==> src/rtl/packet_bit_timer.sv <==
// packet_bit_timer: times one serial packet of BITS_PER_PKT bits, each
// CLKS_PER_BIT clocks long. It emits a strobe at the end of every bit period
// and a one-cycle done pulse after the last bit. Holding start high gives
// back-to-back packets with no idle gap. All outputs are decoded from
// registered state only.
module packet_bit_timer #(
    parameter int CLKS_PER_BIT = 10,  // legal range 2..31
    parameter int BITS_PER_PKT = 9    // legal range 1..31
) (
    input  logic       clk,
    input  logic       rst,
    input  logic       start,
    input  logic       abort,
    output logic [4:0] clk_cnt,
    output logic [4:0] bit_idx,
    output logic       shift_strobe,
    output logic       packet_done,
    output logic       busy
);

    localparam logic [1:0] IDLE = 2'd0;
    localparam logic [1:0] RUN  = 2'd1;
    localparam logic [1:0] DONE = 2'd2;

    localparam logic [4:0] LAST_CNT = 5'(CLKS_PER_BIT);
    localparam logic [4:0] LAST_BIT = 5'(BITS_PER_PKT - 1);

    logic [1:0] state;
    logic [1:0] state_nxt;
    logic [4:0] cnt_nxt;
    logic [4:0] idx_nxt;

    // Moore decodes of the registered state; start and abort never reach an output.
    assign shift_strobe = (state == RUN) && (clk_cnt == LAST_CNT);
    assign packet_done  = (state == DONE);
    assign busy         = (state != IDLE);

    // Next-state and counter logic; abort outranks start everywhere.
    always_comb begin
        // NOTE: defaults first so every path assigns every output -- no latch.
        state_nxt = IDLE;
        cnt_nxt   = 5'd0;
        idx_nxt   = 5'd0;
        case (state)
            IDLE: begin
                if (start && !abort) begin
                    state_nxt = RUN;
                    cnt_nxt   = 5'd1;
                end
            end
            RUN: begin
                if (!abort) begin
                    if (!shift_strobe) begin
                        state_nxt = RUN;
                        cnt_nxt   = clk_cnt + 5'd1;
                        idx_nxt   = bit_idx;
                    end else if (bit_idx != LAST_BIT) begin
                        state_nxt = RUN;
                        cnt_nxt   = 5'd1;
                        idx_nxt   = bit_idx + 5'd1;
                    end else begin
                        // Last bit finished: counters already cleared by the defaults.
                        state_nxt = DONE;
                    end
                end
            end
            DONE: begin
                // A held start chains straight into the next packet.
                if (start && !abort) begin
                    state_nxt = RUN;
                    cnt_nxt   = 5'd1;
                end
            end
            default: begin
                // Unreachable encoding recovers to IDLE with cleared counters.
                state_nxt = IDLE;
            end
        endcase
    end

    // State and counter registers with synchronous reset taking top priority.
    always_ff @(posedge clk) begin
        // NOTE: non-blocking assignments so all registers update from pre-edge values.
        if (rst) begin
            state   <= IDLE;
            clk_cnt <= 5'd0;
            bit_idx <= 5'd0;
        end else begin
            state   <= state_nxt;
            clk_cnt <= cnt_nxt;
            bit_idx <= idx_nxt;
        end
    end

endmodule

==> config.mk <==
export PLATFORM = sky130hd
export DESIGN_NAME = packet_bit_timer
export DESIGN_NICKNAME = d
export VERILOG_FILES = /design/src/rtl/packet_bit_timer.sv
export SDC_FILE = /design/constraint.sdc
export NUM_CORES = 1
export LEC_CHECK = 0
export BUFFER_PORTS_ARGS = -buffer_cell sky130_fd_sc_hd__buf_4
export CAP_MARGIN = 25
export CORE_MARGIN = 1
export CORE_UTILIZATION = 40
export DETAILED_ROUTE_END_ITERATION = 7
export MAX_ROUTING_LAYER = met4
export SYNTH_ARGS = -nofsm -noshare
export SYNTH_HDL_FRONTEND = slang
export SYNTH_SLANG_ARGS = --single-unit
export TNS_END_PERCENT = 10
==> constraint.sdc <==
create_clock -name clk -period 2.05 [get_ports clk]
set_clock_uncertainty 0.05 [all_clocks]
set_input_delay 0.1025 -clock clk [delete_from_list [all_inputs] [get_ports clk]]
set_output_delay 0.1025 -clock clk [all_outputs]
set_load 0.01 [all_outputs]
* Word-level counts from Yosys, hierarchy flattened
Index checks and enable logic that the tools add are counted.
** Operators by class
- Reductions and logical operators :: 7
- Eq/ne operators :: 4
- Shifts and indexed selects :: 0
- Bitwise gates (word level) :: 1
- Multiplexer cells :: 11
- Magnitude comparators :: 0
- Multiply operators :: 0
- Divide/modulo/power cells :: 0
- $add $sub $neg :: 2
** Operators by type and width (number)
- $mux 5 :: 3
- $add 5x1->5 const B :: 2
- $pmux 5 s2 :: 1
- $mux 2 :: 3
- $eq 5x4->1 const B :: 1
- $ne 5x4->1 const B :: 1
- $pmux 2 s2 :: 1
- $mux 1 :: 3
- $reduce_or 3->1 :: 1
- $eq 2x1->1 const B :: 1
- $eq 2x2->1 const B :: 1
- $logic_and 1x1->1 :: 2
- $logic_not 2->1 :: 1
- $reduce_bool 2->1 :: 1
- $reduce_or 2->1 :: 1
- $logic_not 1->1 :: 1
- $not 1->1 :: 1
** Storage, ports and cells
- Memory bits (writable) :: 0
- Bits in registers :: 12
- Output and inout port bits :: 13
- Memory bits (read-only) :: 0
- Bits in latches :: 0
- Memories kept :: 0
- Logic and storage cells :: 28
- Input bits :: 4

* Logic depth before layout (Yosys ltp)
- Depth after elaboration :: 5
- Mapped depth :: 6
- Depth with buffers taken out :: 5

* Worst setup path after synthesis
OpenSTA, ideal clock, no wires.
- Kind :: register to register
- Start point :: register state[0]
- End point :: register bit_idx[3]
- Setup time :: 0.075 ns
- Cell stages (with the launch flop) :: 5
- Period minus slack after synthesis :: 1.657 ns
- Arrival time :: 1.532 ns
- Path slack :: 0.393 ns
- Required time :: 1.925 ns
- Path buffers :: 1
- Cells stage by stage :: dfxtp_1 or4b_1 clkbuf_2 or4_1 o22ai_1
** On the way
- Word-level cells in the longest chain between the ends :: 3
- Elaborated cells on any way between the ends :: 4
- Those cells by class :: 1 x eq/ne; 1 x bitwise; 2 x reduce/logical
** RTL lines
- start, declared :: RTL line 28 : logic [1:0] state;
- start signal, assigned :: RTL line 89 : state <= state_nxt;
- $eq 2x1->1 (*) :: RTL line 34, 44
- $not 1->1 (no line)
- $reduce_or 3->1 (no line)
- end signal, assigned :: RTL line 91 : bit_idx <= idx_nxt;
- end, declared :: RTL line 15 : output logic [4:0] bit_idx,
Every way passes the cells marked *; elsewhere a longest branch is shown, timed or not.
A chain may end at the register's enable or synchronous reset.

* Worst setup path after layout
Same ends and word-level chain as after synthesis.

==> qor.yml <==
detailed_routing:
  vias: 558
  dr.pass1.iters: 4
  routed_wl_um: 1238
  drc_errors: 0
  post_drt_wl_per_cell_um: 12.14
  ant_nets: 0
  drt_iter0_drc: 9
  vias_per_cell: 5.471
run_status:
  outcome: "finished clean"
critical_path:
  cp.arrival_ps: 1930
  cp_top_family: "simple AND/OR/NAND/NOR gates"
  rrSetupSlack_ps: 280
  path_depth: 3
  r2r_cells: 3
  worst-path-max-fanout: 9
  path_cells: "or4b_1 > or4_1 > o22ai_1"
  r2r_start: "state[0]"
  criticalPathCategory: "reg -> reg"
  crit_end: "bit_idx[3]"
  cp_slowest_stage_delay_ps: 590
  reg2reg_to: "bit_idx[3]"
  cp_slowest_cell: "or4b_1"
  critPathLaunch: "state[0]"
  start_kind: "flop"
  required_ps: 2210
  worstSetupEndpointType: "flop"
  cp_num_buf_inv: 0
floorplanning:
  die_x_um: 41.27
  dieArea_um2: 1703
  die_h_um: 41.27
  coreArea_um2: 1366
  start_util_pct: 45.15
  io-pin-count: 17
  rows: 13
sta:
  setup_slack_ps: 276.2
  min_period_over_period_pct: 86.53
  hold_viol_final: 0
  worst_hold_slack_ps: 73.36
  fin_tns_setup_ps: 0
  period_needed_ps: 1774
  relSlewSlack_pct: 66.78
  rsz0062_at_grt: "no"
  setup_viol: 0
  final_max_slew_viol_count: 0
  tightest_slew_ps: 491.4
  fmax_mhz: 563.8
clocking:
  cts_tree: "yes"
  clock_path_buffers: 2
  postCtsHoldBufs: 0
  htreeDepth: 1
  clk_pin_slew_worst_paths_ps: 80
  clk-insertion-delay-late_ps: 280
  clock_sinks: 12
  ctsRootBufferMaster: "clkbuf_4"
  cts_buffers: 3
  cts.repair.resized: 0
  cts_setup_buffers: 0
layout:
  fin_util_pct: 57.60
  layout-drive-gt1-share_pct: 27.59
  area_growth_pct: 27.59
  nNetsFinal: 96
  antenna_cells: 0
yosys:
  synth_ff_type: "dfxtp_1"
  yosysWarnings: 0
  yosys.cell_types.count: 28
  synth_area_leaders: "dfxtp_1 39%, ha_1 8.1%, or4_1 4.9%, a21oi_1 4.1%, nand4bb_1 3.7%"
  syn_avg_cell_area_um2: 9.071
  syn_inst: 68
  ys_seq_elements: 12
  synth_nets: 76
  synthArstFlopShare_pct: 0
  yosysMostFrequentCell: "dfxtp_1"
  synth_edf_count: 0
  synth.top_cells.by_count: "12 x dfxtp_1, 5 x a21oi_1, 5 x nor2_1"
  synth_largest_area_cell: "dfxtp_1"
  yosysSeqAreaShare_pct: 38.95
  syn-cell-area_um2: 616.8
  yosysTopAreaCellShare_pct: 38.95
global_routing:
  grt_use_total_pct: 17.18
  antenna_found_initial: 0
  grt_pass1_wl_um: 1807
  overflow: 0
  grt_max_degree: 16
  grt_pass1_vias: 456
power_and_ir_drop:
  vdd_drop_max_v: 0.0002966
  p_per_area_nw_per_um2: 572.9
  p_leak_uw: 0.0003057
placement:
  gp_congestion: 0.7247
  numPortBuffers: 16
  hpwl_um: 901.4
  pre_cts_slack_ps: 276.5
worst_hold_path:
  hp-class: "in -> reg"
flow_run:
  drv_cap: 0
==> registers in the layout, summed over array words and instances, names as in the netlist <==
signal	cells
state	2
clk_cnt	5
bit_idx	5
==> worst min-delay path by stage <==
stage	startpoint	to	slack, ps	cells past startpoint
floorplan	rst	state[0]	230	2
global placement	rst	state[0]	350	3
detailed placement	rst	state[0]	350	3
CTS	rst	state[0]	60	3
global route	rst	state[0]	70	3
finish	rst	state[0]	70	3
==> through the flow <==
stage | total power (uW) | cell area (um^2) | std cells
after floorplan | 256.6 | 616.8 | 68
after global placement | 268.0 | 750.7 | 98
after detailed placement | 268.2 | 750.7 | 98
after CTS | 456.2 | 787.0 | 102
after global routing | 472.6 | 787.0 | 102
final | 450.9 | 787.0 | 102
==> cells in the final DEF, fill, tap and decap left out, types with 4 or more instances in the layout <==
master	n
a21oi_1	5
buf_4	17
dfxtp_1	12
ha_1	4
inv_1	4
nor2_1	5
or4_1	4
==> per-layer routing <==
| metal | track usage [%] | part of all wire [%] | vias up |
|---|---|---|---|
| li1 | - | - | 285 |
| met1 | 19.42 | 50 | 260 |
| met2 | 25.78 | 45 | 11 |
| met3 | 8.152 | 4.1 | 2 |
| met4 | 7.258 | 0.89 | 0 |
| met5 | - | 0 | - |
==> power breakdown <==
| group | internal [uW] | total, uW | leakage [uW] | switching, uW |
|---|---|---|---|---|
| clock network | 108 | 188 | 0.0000210 | 80.1 |
| logic | 12.4 | 23.1 | 0.000188 | 10.6 |
| registers | 235 | 240 | 0.0000969 | 4.23 |
==> cell families after synthesis <==
group	after synthesis	synth area share (%)
xor gates and xnor gates	3	4.260
adders and majority gates	4	8.114
and+or+nand+nor	28	29.82
DFF	12	38.95
AOI/OAI and AO/OA	15	14.40
buffers and inverters	6	4.461
==> worst register-to-register path: stages (launching register included) <==
cell     delay [ps]
dfxtp_1         460
or4b_1          590
or4_1           500
o22ai_1         120
==> final cells by class <==
cell class	instances	area, um^2
Timing Repair Buffer	17	127.6
Inverter	4	15.01
Multi-Input combinational cell	50	349.1
Fill cell	138	579.3
Sequential cell	12	240.2
Tap cell	15	18.77
Clock buffer	4	36.28
(Power assumes the default switching activity.)
